### config.mk
export PLATFORM = sky130hd
export DESIGN_NAME = pixel_dispatcher_flat
export DESIGN_NICKNAME = d
export VERILOG_FILES = /design/src/rtl/ray_pkg.sv /design/src/rtl/pixel_dispatcher_if.sv /design/src/rtl/pixel_dispatcher_raster_counter.sv /design/src/rtl/pixel_dispatcher.sv /design/src/flat_wrapper.sv
export SDC_FILE = /design/constraint.sdc
export NUM_CORES = 1
export LEC_CHECK = 0
export ABC_AREA = 1
export BUFFER_PORTS_ARGS = -buffer_cell sky130_fd_sc_hd__buf_4
export CORE_UTILIZATION = 25
export CTS_CLUSTER_DIAMETER = 50
export DETAILED_ROUTE_END_ITERATION = 6
export GPL_TIMING_DRIVEN = 1
export PLACE_DENSITY = 0.51
export SLEW_MARGIN = 20
export SYNTH_ARGS = -nofsm -noshare
export SYNTH_HDL_FRONTEND = slang
export SYNTH_SLANG_ARGS = --single-unit
### constraint.sdc
create_clock -name aclk -period 2.9 [get_ports aclk]
set_clock_uncertainty 0.1 [all_clocks]
set_input_delay 0.58 -clock aclk [delete_from_list [all_inputs] [get_ports aclk]]
set_output_delay 0.58 -clock aclk [all_outputs]
set_load 0.01 [all_outputs]
### src/rtl/ray_pkg.sv
// Shared definitions for the ray compute-core array: coordinate width,
// core-count limit and the dispatch FSM states.
package ray_pkg;

    localparam int COORD_W_DEFAULT = 13;
    localparam int MAX_CORES       = 4;
    localparam int PTR_W           = $clog2(MAX_CORES);

    typedef enum logic [1:0] {
        IDLE  = 2'd0,
        ISSUE = 2'd1,
        DONE  = 2'd2
    } dispatch_state_t;

endpackage

### src/rtl/pixel_dispatcher_if.sv
// Coordinate broadcast and per-core valid/ready handshake between the
// pixel dispatcher (master) and the compute cores (slave).
interface pixel_dispatcher_if #(
    parameter int NUM_CORES = 2,
    parameter int COORD_W   = ray_pkg::COORD_W_DEFAULT
);

    logic [NUM_CORES-1:0] core_valid;
    logic [NUM_CORES-1:0] core_ready;
    logic [COORD_W-1:0]   px_x;
    logic [COORD_W-1:0]   px_y;
    logic                 px_sof;
    logic                 px_eol;

    modport master (
        output core_valid, px_x, px_y, px_sof, px_eol,
        input  core_ready
    );

    modport slave (
        input  core_valid, px_x, px_y, px_sof, px_eol,
        output core_ready
    );

endinterface

### src/rtl/pixel_dispatcher_raster_counter.sv
// Raster-order x/y counters for one frame, with start-of-frame,
// end-of-line and last-pixel flags derived from the latched dimensions.
module raster_counter
    import ray_pkg::*;
#(
    parameter int COORD_W = COORD_W_DEFAULT
) (
    input  logic               aclk,
    input  logic               aresetn,
    input  logic               load,
    input  logic               advance,
    input  logic [COORD_W-1:0] width,
    input  logic [COORD_W-1:0] height,
    output logic [COORD_W-1:0] x,
    output logic [COORD_W-1:0] y,
    output logic               sof,
    output logic               eol,
    output logic               last
);

    logic [COORD_W-1:0] width_q;
    logic [COORD_W-1:0] height_q;

    // After the final pixel both counters fall back to 0 so the broadcast
    // coordinate is clean while the dispatcher sits idle.
    always_ff @(posedge aclk) begin
        if (!aresetn) begin
            x        <= '0;
            y        <= '0;
            width_q  <= '0;
            height_q <= '0;
        end else if (load) begin
            x        <= '0;
            y        <= '0;
            width_q  <= width;
            height_q <= height;
        end else if (advance) begin
            if (eol) begin
                x <= '0;
                y <= last ? '0 : y + COORD_W'(1);
            end else begin
                x <= x + COORD_W'(1);
            end
        end
    end

    assign sof  = (x == '0) && (y == '0);
    assign eol  = (x == width_q - COORD_W'(1));
    assign last = eol && (y == height_q - COORD_W'(1));

endmodule

### src/rtl/pixel_dispatcher.sv
// Raster-order pixel issue to the compute cores in strict round-robin order.
// Optional stall counter output enabled by PIXEL_DISPATCH_STALL_CNT_EN.
module pixel_dispatcher
    import ray_pkg::*;
#(
    parameter int NUM_CORES = 2,
    parameter int COORD_W   = COORD_W_DEFAULT
) (
    input  logic               aclk,
    input  logic               aresetn,
    input  logic               start,
    input  logic [COORD_W-1:0] image_width,
    input  logic [COORD_W-1:0] image_height,
    input  logic [1:0]         no_of_extra_cores,
    pixel_dispatcher_if.master core,
    output logic               busy,
    output logic               frame_done
`ifdef PIXEL_DISPATCH_STALL_CNT_EN
    ,
    output logic [31:0]        stall_cycles
`endif
);

    localparam logic [PTR_W-1:0] MAX_PTR = PTR_W'(NUM_CORES - 1);

    dispatch_state_t state_q, state_d;
    logic [PTR_W-1:0]   ptr_q;
    logic [PTR_W-1:0]   active_q;
    logic [NUM_CORES-1:0] valid_vec;
    logic [COORD_W-1:0] x_cnt, y_cnt;
    logic               sof, eol, last;
    logic               accept, issuing, transfer;

    assign accept   = (state_q == IDLE) && start &&
                      (image_width != '0) && (image_height != '0);
    assign issuing  = (state_q == ISSUE);
    assign transfer = |(valid_vec & core.core_ready);

    raster_counter #(.COORD_W(COORD_W)) u_raster (
        .aclk    (aclk),
        .aresetn (aresetn),
        .load    (accept),
        .advance (transfer),
        .width   (image_width),
        .height  (image_height),
        .x       (x_cnt),
        .y       (y_cnt),
        .sof     (sof),
        .eol     (eol),
        .last    (last)
    );

    always_ff @(posedge aclk) begin
        if (!aresetn) begin
            state_q <= IDLE;
        end else begin
            state_q <= state_d;
        end
    end

    always_comb begin
        state_d    = state_q;
        busy       = 1'b0;
        frame_done = 1'b0;
        case (state_q)
            IDLE: begin
                if (accept) state_d = ISSUE;
            end
            ISSUE: begin
                busy = 1'b1;
                if (transfer && last) state_d = DONE;
            end
            DONE: begin
                busy       = 1'b1;
                frame_done = 1'b1;
                state_d    = IDLE;
            end
            default: state_d = IDLE;
        endcase
    end

    // Requested active count is clamped so the pointer never names a missing core.
    always_ff @(posedge aclk) begin
        if (!aresetn) begin
            ptr_q    <= '0;
            active_q <= '0;
        end else if (accept) begin
            ptr_q    <= '0;
            active_q <= (PTR_W'(no_of_extra_cores) > MAX_PTR) ? MAX_PTR
                                                               : PTR_W'(no_of_extra_cores);
        end else if (transfer) begin
            ptr_q <= (ptr_q == active_q) ? '0 : ptr_q + PTR_W'(1);
        end
    end

    always_comb begin
        valid_vec = '0;
        for (int k = 0; k < NUM_CORES; k++) begin
            valid_vec[k] = issuing && (ptr_q == PTR_W'(k));
        end
    end

    assign core.core_valid = valid_vec;
    assign core.px_x       = x_cnt;
    assign core.px_y       = y_cnt;
    assign core.px_sof     = issuing && sof;
    assign core.px_eol     = issuing && eol;

`ifdef PIXEL_DISPATCH_STALL_CNT_EN
    logic [31:0] stall_q;

    // Counts cycles the selected core holds off an offered pixel; saturates.
    always_ff @(posedge aclk) begin
        if (!aresetn) begin
            stall_q <= '0;
        end else if (accept) begin
            stall_q <= '0;
        end else if (issuing && !transfer && (stall_q != 32'hFFFF_FFFF)) begin
            stall_q <= stall_q + 32'd1;
        end
    end

    assign stall_cycles = stall_q;
`endif

endmodule

### src/flat_wrapper.sv
// flat-port wrapper written by rule: the top's interface ports become plain ports
module pixel_dispatcher_flat import ray_pkg::*;
#(
    parameter int NUM_CORES = 2,
    parameter int COORD_W   = COORD_W_DEFAULT
)
  (aclk, aresetn, start, image_width, image_height, no_of_extra_cores, busy, frame_done, core_core_valid, core_px_x, core_px_y, core_px_sof, core_px_eol, core_core_ready);
  pixel_dispatcher_if #(.NUM_CORES(NUM_CORES), .COORD_W(COORD_W)) core_i ();
  input  logic aclk;
  input  logic aresetn;
  input  logic start;
  input  logic [COORD_W-1:0] image_width;
  input  logic [COORD_W-1:0] image_height;
  input  logic [1:0] no_of_extra_cores;
  output logic busy;
  output logic frame_done;
  output wire logic [$bits(core_i.core_valid)-1:0] core_core_valid;
  output wire logic [$bits(core_i.px_x)-1:0] core_px_x;
  output wire logic [$bits(core_i.px_y)-1:0] core_px_y;
  output wire logic [$bits(core_i.px_sof)-1:0] core_px_sof;
  output wire logic [$bits(core_i.px_eol)-1:0] core_px_eol;
  input wire logic [$bits(core_i.core_ready)-1:0] core_core_ready;
  assign core_core_valid = core_i.core_valid;
  assign core_px_x = core_i.px_x;
  assign core_px_y = core_i.px_y;
  assign core_px_sof = core_i.px_sof;
  assign core_px_eol = core_i.px_eol;
  assign core_i.core_ready = core_core_ready;
  pixel_dispatcher #(.NUM_CORES(NUM_CORES), .COORD_W(COORD_W)) u_core (.aclk(aclk), .aresetn(aresetn), .start(start), .image_width(image_width), .image_height(image_height), .no_of_extra_cores(no_of_extra_cores), .core(core_i), .busy(busy), .frame_done(frame_done));
endmodule
-- After elaboration in Yosys (flattened, before gate mapping)
Cells that the tools add are included.
- output and inout bits: 32
- register bits: 58
- word-level logic and storage cells: 53
- bits of input ports: 33
- bits in latches: 0
- ROM bits: 0
- memories kept: 0
- RAM bits: 0
- multiplexer cells: 9
- bitwise operators: 2
- div/mod/pow operators: 0
- $lt $le $gt $ge: 1
- reductions and logical operators: 21
- shift operators: 0
- add/subtract/negate cells: 5
- eq/ne operators: 8
- multiply operators: 0
- operators with widths (cell ; count):
    $add 13x1->13 const B ; 2
    $eq 13x13->1 ; 2
    $logic_not 13->1 ; 2
    $mux 13 ; 2
    $reduce_bool 13->1 ; 2
    $sub 13x1->13 const B ; 2
    $logic_and 1x1->1 ; 10
    $mux 2 ; 4
    $reduce_or 2->1 ; 3
    $eq 2x1->1 const B ; 2
    $logic_not 2->1 ; 2
    $pmux 2 s2 ; 1
    $reduce_and 2->1 ; 2
    $add 2x1->2 const B ; 1
    $and 2x2->2 ; 1
    $eq 2x2->1 ; 1
    $eq 2x2->1 const B ; 1
    $gt 2x1->1 const B ; 1
    $mux 1 ; 2
    $ne 2x1->1 const B ; 1
    $ne 2x2->1 const B ; 1
    $not 1->1 ; 1

-- Longest topological paths before layout
Gate-level depths: netlist of the first run.
- depth in word-level cells: 7
- gate-level depth with buffers: 18

-- Cells and area by module
A second synthesis of the first run with hierarchy kept.
- cell total of the unflattened synthesis: 684
- area, all modules: 4237.8 um2
- by module, submodules not included (module ; cells each ; times used ; area each (um2)):
    raster_counter ; 596 ; 1 ; 3699.8
    pixel_dispatcher ; 88 ; 1 ; 538.0

-- Worst setup path before layout of the first run
Ideal clock, no wire load.
- path kind: register to output
- from: reg u_core.u_raster.width_q[0]
- to: out core_px_eol
- stages on the path, launching flop included: 14
- path buffers: 0
- path slack: 0.589 ns
- arrival: 1.631 ns
- required time: 2.220 ns
- cells stage by stage: dfxtp_1 inv_2 ha_1 nand2_1 inv_1 nor2_1 nand2_1 nor2_1 nand2_1 nor2_1 nand2_1 nor2_1 nand3_2 nor2_1
- longest elaborated chain between the ends: 3
- ends and longest elaborated chain (item ; line ; source):
    start, declared ; pixel_dispatcher_raster_counter.sv:21 ; logic [COORD_W-1:0] width_q;
    start signal, assigned ; pixel_dispatcher_raster_counter.sv:35 ; width_q <= width;
    $sub 13x1->13 ; pixel_dispatcher_raster_counter.sv:48 ; assign eol = (x == width_q - COORD_W'(1));
    $eq 13x13->1 ; pixel_dispatcher_raster_counter.sv:48 ;
    $logic_and 1x1->1 ; pixel_dispatcher.sv:107 ; assign core.px_eol = issuing && eol;
    end, declared ; flat_wrapper.sv:21 ; output wire logic [$bits(core_i.px_eol)-1:0] core_px_eol;
Every way passes these cells.

-- Worst setup path in the final report of the first run
Same ends and word-level chain as after synthesis.

==> summary.md, run 1 <==
| Metric | Value |
|---|---|
| Status | `finished clean` |
| Synthesized instance count | `612` |
| RSZ-0062 raised after global routing | `false` |
| Overflow after GRT | `0` |
| Worst R2R Path Depth | `15` |
| Post-layout power | `2.793 mW` |
| Final Slew Violations | `0` |
| Final hold slack | `333.4 ps` |
| Post-synthesis cell type count | `35` |
| # setup viols final | `0` |
| CP endpoint | `core_px_eol` |
| Vias per cell | `4.410` |
| Crit-path most repeated cell | `nand2_1` |
| Top Ports | `65` |
| # placed instances | `878` |
| Final hold violation count | `0` |
| Area growth from synthesis to layout | `27.19%` |
| Origin of the worst setup path | `u_core.u_raster.width_q[0]$_SDFFE_PN0P_` |
| Initial antenna violation count | `0` |
| Commonest non-fill, non-tap cell in the layout | `nand2_1` |
| Synthesized net count | `657` |
| Root buffer cell | `clkbuf_16` |
| Warnings, synthesis | `0` |
| Critical path data arrival time | `2000 ps` |
| CTS tree | `done` |
| Clk slew on worst S/H paths | `50 ps` |
| Design area | `0.004999 mm2` |
| # port buffers | `64` |
| Register area share after synthesis | `29.54%` |
| Achievable Freq | `373.6 MHz` |
| Final core utilization | `32.76%` |
| Relative slew slack | `63.92%` |
| Max Buffers Root-to-Sink | `2` |
| Reg2reg end | `u_core.u_raster.x[11]$_SDFFE_PP0N_` |
| Largest net degree at the start of global routing | `56` |
| #FFs+latches synth | `58` |
| Finished Layout Cells | `898` |
| First-pass GRT wire length | `18410 um` |
| Peak supply drop | `0.0003105 V` |
| Pwr per Cell Area | `558.7 mW/mm2` |
| Detailed-route wire length per cell | `12.52 um` |
| DP Worst Slack | `296.0 ps` |
| Largest cells by area after synthesis | `dfxtp_1, nand2_1, inv_1, a21oi_1, nor2_1` |
| # rows | `45` |
| Placer congestion estimate | `0.8723` |
| Layout cells sized above 1 | `17.32%` |
| Initial DRC count | `205` |
| Average cell area after synthesis | `6.422 um2` |
| Starting Density | `25.76%` |
| GR Util All Layers | `14.61%` |
| # nets final | `727` |
| Clk_lat worst skew | `340 ps` |
| Crit Path Max Fanout | `4` |
| DR vias | `3960` |
| Core area | `0.01526 mm2` |
| Crit path launch type | `flip-flop` |
| Die Span X | `127.4 um` |
| Tmin final | `2677 ps` |
| Leakage | `2.253 nW` |
| Flop2flop setup slack | `450 ps` |
| Sink Count | `58` |
| DR DRC count | `0` |
| Slowest CP cell | `dfxtp_2` |
| Die height | `127.4 um` |
| Worst EP required | `2220 ps` |
| DIE AREA | `0.01623 mm2` |
| # diodes | `0` |
| Area of the mapped netlist | `0.003930 mm2` |
| Critical path cell sequence | `inv_4 -> ha_4 -> nand2_1 -> inv_1 -> nor2_1 -> nand2_1 -> nor2_2 -> nand2_1 -> nor2_2 -> nand2_1 -> nor2_1 -> nand3_2 -> nor2_4 -> buf_6` |
| Area share of the largest cell type after synthesis | `29.54%` |
| HP Class | `flip-flop to flip-flop` |
| Setup CP Type | `flip-flop to output pin` |
| Worst Setup End Kind | `output pin` |
| CP max stage delay | `350 ps` |
| Hold Crit Start | `u_core.active_q[1]$_SDFFE_PN0P_` |
| Area leader, netlist | `dfxtp_1` |
| Fin worst setup slack | `223.2 ps` |
| Max_cap viols | `0` |
| Worst flop-to-flop path startpoint | `u_core.state_q[1]$_SDFFE_PN0P_` |
| Total wire length | `11240 um` |
| Actual slew at the worst max-slew pin | `536.3 ps` |
| First-pass DRT Iterations | `5` |
| Total Neg Setup Slack | `0 ps` |
| Highest-count cells in the layout ignoring fill and taps | `nand2_1, inv_1, buf_4` |
| Cell Area, Placed | `0.004663 mm2` |
| Period utilization | `92.30%` |
| DPL Wire Length | `9078 um` |
| TritonCTS Buffers | `9` |
| H-tree depth | `3` |
| Antenna Nets Post-Route | `0` |
| Vias in the first global route | `3544` |
## routing by layer
layer | global-route usage (%) | up-vias | part of all wire, %
li1 | - | 2134 | -
met1 | 21.50 | 1732 | 53
met2 | 20.70 | 78 | 40
met3 | 2.931 | 16 | 4.2
met4 | 5.392 | 0 | 1.9
met5 | 0 | - | 0
## power breakdown
part / internal, mW / switching (mW) / total (mW)
sequential: 0.864 / 0.0636 / 0.928
combinational: 0.331 / 0.558 / 0.889
clock: 0.596 / 0.381 / 0.976
## synth_stat cells, drive strengths merged
cell type    n
inv         91
nor3b        2
xnor2        9
a21oi       48
o22ai        2
clkbuf      11
nor3        23
dfxtp       58
nand2      154
a211oi       2
o21ai       32
o31ai        1
xor2        22
a31oi        1
nand4       17
nand2b       1
o211ai       1
and3         2
xnor3        1
nor2        64
ha          12
nand3b       8
nor4        11
nand3       35
buf          4
## worst min-delay path by stage
stage | slack (ps) | endpoint | depth (start not counted)
final | 330 | u_core.active_q[1]$_SDFFE_PN0P_ | 2
after global placement | 330 | u_core.active_q[1]$_SDFFE_PN0P_ | 2
after detailed placement | 330 | u_core.active_q[1]$_SDFFE_PN0P_ | 2
after global routing | 370 | u_core.active_q[1]$_SDFFE_PN0P_ | 2
after CTS | 340 | u_core.active_q[1]$_SDFFE_PN0P_ | 2
after floorplan | 320 | u_core.active_q[1]$_SDFFE_PN0P_ | 2
## worst max-delay path: cells and delay by family, from the launching register on
family,cells,cell delay [ps]
flip-flops,1,350
buffers and inverters,3,200
adder cells (fa/ha/maj),1,230
AND/OR/NAND/NOR,10,900
## layout make-up
type,instances,area (um2)
inverters,91,344.1
clock inverters,5,30.03
repair buffers,74,571.8
fillers,1702,10260
multi-input cells,448,2384
clock buffers,11,242.7
well taps,211,264.0
flip-flops and latches,58,1162
## logic make-up after synthesis
logic type               count (synthesis)  share of synthesized area [%]
flip-flops                              58                          29.54
buffers and inverters                  106                          10.44
adder cells (fa/ha/maj)                 12                          3.820
AO/OA/AOI/OAI                           87                          11.43
AND/OR/NAND/NOR                        317                          37.28
XOR/XNOR                                32                          7.482
## state kept, by name, indices dropped and copies added, names as in the netlist
register                  count
u_core.u_raster.y            13
u_core.active_q               2
u_core.state_q                2
u_core.u_raster.height_q     13
u_core.u_raster.width_q      13
u_core.ptr_q                  2
u_core.u_raster.x            13
## what timing repair did
item / 4_1_cts / 5_1_grt
setup buffers: 1 / 3
gates resized for setup: 1 / 8
pin swaps: 1 / 5
endpoints found under the setup margin: 1 / 1
hold buffers: 0 / 0
Note: power is estimated with default switching activity, not from simulation.
==> inputs of run 2 (changes only) <==
- GPL_TIMING_DRIVEN: 1 -> 0
==> summary.md, run 2 (synthesis results as in run 1) <==
| Metric | Value |
|---|---|
| WL met2 | `4900 um` |
| Final hold violation count | `0` |
| P_sw | `0.9915 mW` |
| H-tree depth | `3` |
| # nets final | `734` |
| Crit Path Max Fanout | `6` |
| # diodes | `0` |
| Sequential Power Share | `32.3%` |
| Root buffer cell | `clkbuf_16` |
| Highest-count cells in the layout ignoring fill and taps | `nand2_1, inv_1, buf_4` |
| Crit path launch type | `flip-flop` |
| Starting Density | `25.76%` |
| Pwr per Cell Area | `570.9 mW/mm2` |
| Detailed-route wire length per cell | `12.78 um` |
| Commonest non-fill, non-tap cell in the layout | `nand2_1` |
| Final Slew Violations | `0` |
| Clk pwr share | `36.3%` |
| DR vias | `3943` |
| Flop2flop setup slack | `430 ps` |
| # port buffers | `64` |
| Worst Setup End Kind | `output pin` |
| # placed instances | `887` |
| Achievable Freq | `365.5 MHz` |
| Period utilization | `94.34%` |
| Combinational Power Share | `31.4%` |
| DPL Wire Length | `9490 um` |
| Worst EP required | `2220 ps` |
| Fillers | `1703` |
| Setup CP Type | `flip-flop to output pin` |
| HP Class | `flip-flop to flip-flop` |
| Top Ports | `65` |
| Largest net degree at the start of global routing | `11` |
| # setup viols final | `0` |
| Internal power | `1.871 mW` |
| Area growth from synthesis to layout | `27.57%` |
| Sw frac | `34.64%` |
| First-pass GRT wire length | `19090 um` |
| Actual slew at the worst max-slew pin | `558.8 ps` |
| WL met3 | `407 um` |
| Sink Count | `58` |
| CTS tree | `done` |
| Finished Layout Cells | `904` |
| Critical path data arrival time | `2060 ps` |
| Worst flop-to-flop path startpoint | `u_core.u_raster.width_q[1]$_SDFFE_PN0P_` |
| Antenna Nets Post-Route | `0` |
| Hold path depth | `2` |
| Reg2reg end | `u_core.u_raster.y[2]$_SDFFE_PP0P_` |
| Total wire length | `11560 um` |
| Final core utilization | `32.86%` |
| Die height | `127.4 um` |
| Cts hold-fix bufs | `0` |
| RSZ-0062 raised after global routing | `false` |
| Worst R2R Path Depth | `15` |
| CP endpoint | `core_px_eol` |
| First-pass DRT Iterations | `5` |
| Post-layout power | `2.862 mW` |
| DR DRC count | `0` |
| Initial DRC count | `195` |
| Core area | `0.01526 mm2` |
| Peak supply drop | `0.0002908 V` |
| Layout cells sized above 1 | `16.59%` |
| Max Buffers Root-to-Sink | `2` |
| # rows | `45` |
| Top Layer Used | `met4` |
| Total Neg Setup Slack | `0 ps` |
| TritonCTS Buffers | `9` |
| Origin of the worst setup path | `u_core.u_raster.width_q[1]$_SDFFE_PN0P_` |
| Tmin final | `2736 ps` |
| Relative slew slack | `62.75%` |
| Max_cap viols | `0` |
| Clk_lat worst skew | `320 ps` |
| Status | `finished clean` |
| Clk slew on worst S/H paths | `50 ps` |
| Placer congestion estimate | `0.8156` |
| Leakage | `2.256 nW` |
| Initial antenna violation count | `0` |
| Die Span X | `127.4 um` |
| M1 WL | `6076 um` |
| Overflow after GRT | `0` |
| GR Util All Layers | `15.12%` |
| Vias in the first global route | `3637` |
| DIE AREA | `0.01623 mm2` |
| Vias per cell | `4.362` |
-- run 2: worst max-delay path, cell delays in order, from the launching register on --
cell and delay, ps:
dfxtp_1 290, inv_1 160, ha_4 170, nand3_2 130
nor2_4 210, nand3b_1 130, nand2_1 100, nand2_1 50
nor2_1 110, nand3_2 140, nor2_4 120, buf_4 130
-- run 2: power by group through the flow --
stage                     clock network, mW  registers, mW  logic, mW
after floorplan                           0          0.925      0.652
after global placement                    0          0.940      0.881
after detailed placement                  0          0.941      0.881
after CTS                              1.06          0.925      0.888
after global routing                   1.10          0.934       1.03
final                                  1.04          0.925      0.899
-- run 2: timing repair --
action,CTS,global route
pin swaps,0,1
endpoints found under the setup margin,1,1
setup buffers,1,1
gates resized for setup,3,6
-- run 2: how the worst min path moves through the flow --
stage                                       to                            start  slack, ps
2_1_floorplan  u_core.active_q[1]$_SDFFE_PN0P_  u_core.active_q[1]$_SDFFE_PN0P_        320
3_3_place_gp   u_core.active_q[1]$_SDFFE_PN0P_  u_core.active_q[1]$_SDFFE_PN0P_        330
3_5_place_dp   u_core.active_q[1]$_SDFFE_PN0P_  u_core.active_q[1]$_SDFFE_PN0P_        330
4_1_cts        u_core.active_q[1]$_SDFFE_PN0P_  u_core.active_q[1]$_SDFFE_PN0P_        340
5_1_grt        u_core.active_q[1]$_SDFFE_PN0P_  u_core.active_q[1]$_SDFFE_PN0P_        370
6_report       u_core.active_q[1]$_SDFFE_PN0P_  u_core.active_q[1]$_SDFFE_PN0P_        340
-- run 2: final cells by class --
class	instances	area, um2	area share, %
multi-input combinational	448	2395	47.77
buffer	15	68.82	1.373
clock inverter	3	40.04	0.7986
clock buffer	12	246.5	4.916
tap	211	264.0	5.266
sequential	58	1162	23.18
timing repair buffer	66	495.5	9.883
inverter	91	341.6	6.813
-- run 2: stage by stage --
| stage | hold slack [ps] | area [um2] | setup WS, ps |
|---|---|---|---|
| after floorplan | 320.0 | 3930 | 588.8 |
| after global placement | 330.4 | 4674 | 180.4 |
| after detailed placement | 333.2 | 4674 | 195.6 |
| after CTS | 341.4 | 4977 | 48.76 |
| after global routing | 368.9 | 5014 | 15.49 |
| final | 339.0 | 5014 | 164.1 |
-- run 2: layer usage --
layer | track usage, % | vias up
li1 | - | 2135
met1 | 21.72 | 1727
met2 | 22.95 | 72
met3 | 2.429 | 9
met4 | 4.762 | 0
met5 | 0 | -
==> inputs of run 3 (changes only) <==
- CORE_ASPECT_RATIO: default -> 0.8
==> summary.md, run 3 (synthesis results as in run 1) <==
| Metric | Value |
|---|---|
| Root buffer cell | `clkbuf_16` |
| Achievable Freq | `367.1 MHz` |
| Initial DRC count | `229` |
| Commonest non-fill, non-tap cell in the layout | `nand2_1` |
| HP Class | `flip-flop to flip-flop` |
| Initial antenna violation count | `0` |
| GR Util All Layers | `14.74%` |
| Critical path cell sequence | `inv_1 -> ha_4 -> nand3_2 -> nor2_4 -> xor2_1 -> nand2_1 -> nor2_1 -> nand3_2 -> nor2_2 -> buf_4` |
| Crit Path Max Fanout | `6` |
| CP max stage delay | `290 ps` |
| Die height | `114.1 um` |
| Critical path data arrival time | `2040 ps` |
| Die Span X | `142.2 um` |
| Design area | `0.004989 mm2` |
| Worst Setup End Kind | `output pin` |
| Finished Layout Cells | `903` |
| Final core utilization | `32.90%` |
| Relative slew slack | `64.60%` |
| Antenna Nets Post-Route | `0` |
| Largest net degree at the start of global routing | `11` |
| Clk slew on worst S/H paths | `50 ps` |
| Worst EP required | `2220 ps` |
| Overflow after GRT | `0` |
| Final Slew Violations | `0` |
| Cell Area, Placed | `0.004673 mm2` |
| # rows | `40` |
| Peak supply drop | `0.0002627 V` |
| Area growth from synthesis to layout | `26.93%` |
| Placer congestion estimate | `0.8145` |
| # placed instances | `886` |
| DPL Wire Length | `9402 um` |
| Crit path launch type | `flip-flop` |
| Cts hold-fix bufs | `0` |
| DIE AREA | `0.01623 mm2` |
| CTS tree | `done` |
| Max_cap viols | `0` |
| Clk_lat worst skew | `320 ps` |
| Setup CP Type | `flip-flop to output pin` |
| Leakage | `2.249 nW` |
| Starting Density | `25.92%` |
| WP buf/inv | `2` |
| Fillers | `1689` |
| H-tree depth | `3` |
| Actual slew at the worst max-slew pin | `526.2 ps` |
| DR vias | `3882` |
| Core area | `0.01516 mm2` |
| Period utilization | `93.93%` |
| # setup viols final | `0` |
| # nets final | `733` |
| Crit-path most repeated cell | `nand3_2` |
| # port buffers | `64` |
| Vias in the first global route | `3504` |
| TritonCTS Buffers | `9` |
| Top Ports | `65` |
| Detailed-route wire length per cell | `12.65 um` |
| Highest-count cells in the layout ignoring fill and taps | `nand2_1, inv_1, buf_4` |
| Pwr per Cell Area | `571.0 mW/mm2` |
| Total Neg Setup Slack | `0 ps` |
| Final hold violation count | `0` |
| First-pass DRT Iterations | `4` |
| Multi-input logic area | `0.002379 mm2` |
| First-pass GRT wire length | `18540 um` |
| RSZ-0062 raised after global routing | `false` |
| Layout cells sized above 1 | `16.45%` |
| Total wire length | `11420 um` |
| DR DRC count | `0` |
| # diodes | `0` |
| Max Buffers Root-to-Sink | `2` |
| Worst path top cell family by delay | `simple AND/OR/NAND/NOR gates` |
| Vias per cell | `4.299` |
| Slowest CP cell | `dfxtp_1` |
| Sink Count | `58` |
| Tmin final | `2724 ps` |
| Storage element area | `0.001162 mm2` |
| Status | `finished clean` |
==> run 3: cell types whose count changed in the layout (fill, tap and decap cells not counted) <==
cell / delta
nor2_2: +1
xor2_2: -1
buf_4: -1
xor2_1: +1
o21ai_1: +1
clkinvlp_4: +1
clkinv_2: +2
o21ai_2: -1
clkbuf_1: -1
nor2_4: -1
clkbuf_8: -1
==> run 3: where the power goes <==
group          switching (mW)  internal (mW)  leakage, nW
Sequential             0.0631          0.864        0.474
Combinational           0.567          0.325         1.63
Clock                   0.371          0.658        0.142
==> run 3: final cells by class <==
cell class / count / area share [%]
clock inverters: 6 / 1.154
well taps: 210 / 5.267
multi-input cells: 448 / 47.68
flip-flops and latches: 58 / 23.30
inverters: 91 / 6.847
clock buffers: 10 / 4.590
plain buffers: 15 / 1.379
repair buffers: 65 / 9.782
==> run 3: worst paths after layout <==
check | depth (start not counted) | slack [ps] | end | start
worst max-delay path | 10 | 180 | core_px_eol | u_core.u_raster.width_q[1]$_SDFFE_PN0P_
worst min-delay path | 2 | 340 | u_core.active_q[1]$_SDFFE_PN0P_ | u_core.active_q[1]$_SDFFE_PN0P_
worst min register to register | 2 | 340 | u_core.active_q[1]$_SDFFE_PN0P_ | u_core.active_q[1]$_SDFFE_PN0P_
worst max register to register | 15 | 430 | u_core.u_raster.x[11]$_SDFFE_PP0N_ | u_core.state_q[1]$_SDFFE_PN0P_
==> run 3: repair_timing <==
action                                  CTS  global route
setup buffers                             1             0
endpoints found under the setup margin    1             1
gates resized for setup                   1             4
==> run 3: per-layer routing <==
| layer | share of wire [%] | GRT usage, % | routed length (um) | vias to the layer above |
|---|---|---|---|---|
| li1 | - | - | - | 2138 |
| met1 | 57 | 23.29 | 6510 | 1669 |
| met2 | 38 | 20.00 | 4326 | 73 |
| met3 | 4.7 | 2.133 | 535 | 2 |
| met4 | 0.41 | 4.301 | 47 | 0 |
| met5 | 0 | 0 | 0 | - |
==> run 3: stage by stage <==
step | power, mW | hold WS, ps | setup slack, ps
after floorplan | 1.577 | 320.0 | 588.8
after global placement | 1.821 | 332.9 | 242.7
final | 2.849 | 343.0 | 176.0
after global routing | 3.055 | 363.8 | 15.20
after detailed placement | 1.822 | 338.4 | 237.4
after CTS | 2.855 | 346.7 | 40.91
==> run 3: tightest hold or removal path, stage by stage, from the launching register on <==
cell and delay [ps]:
dfxtp_1 320, inv_1 50, nor2_1 30
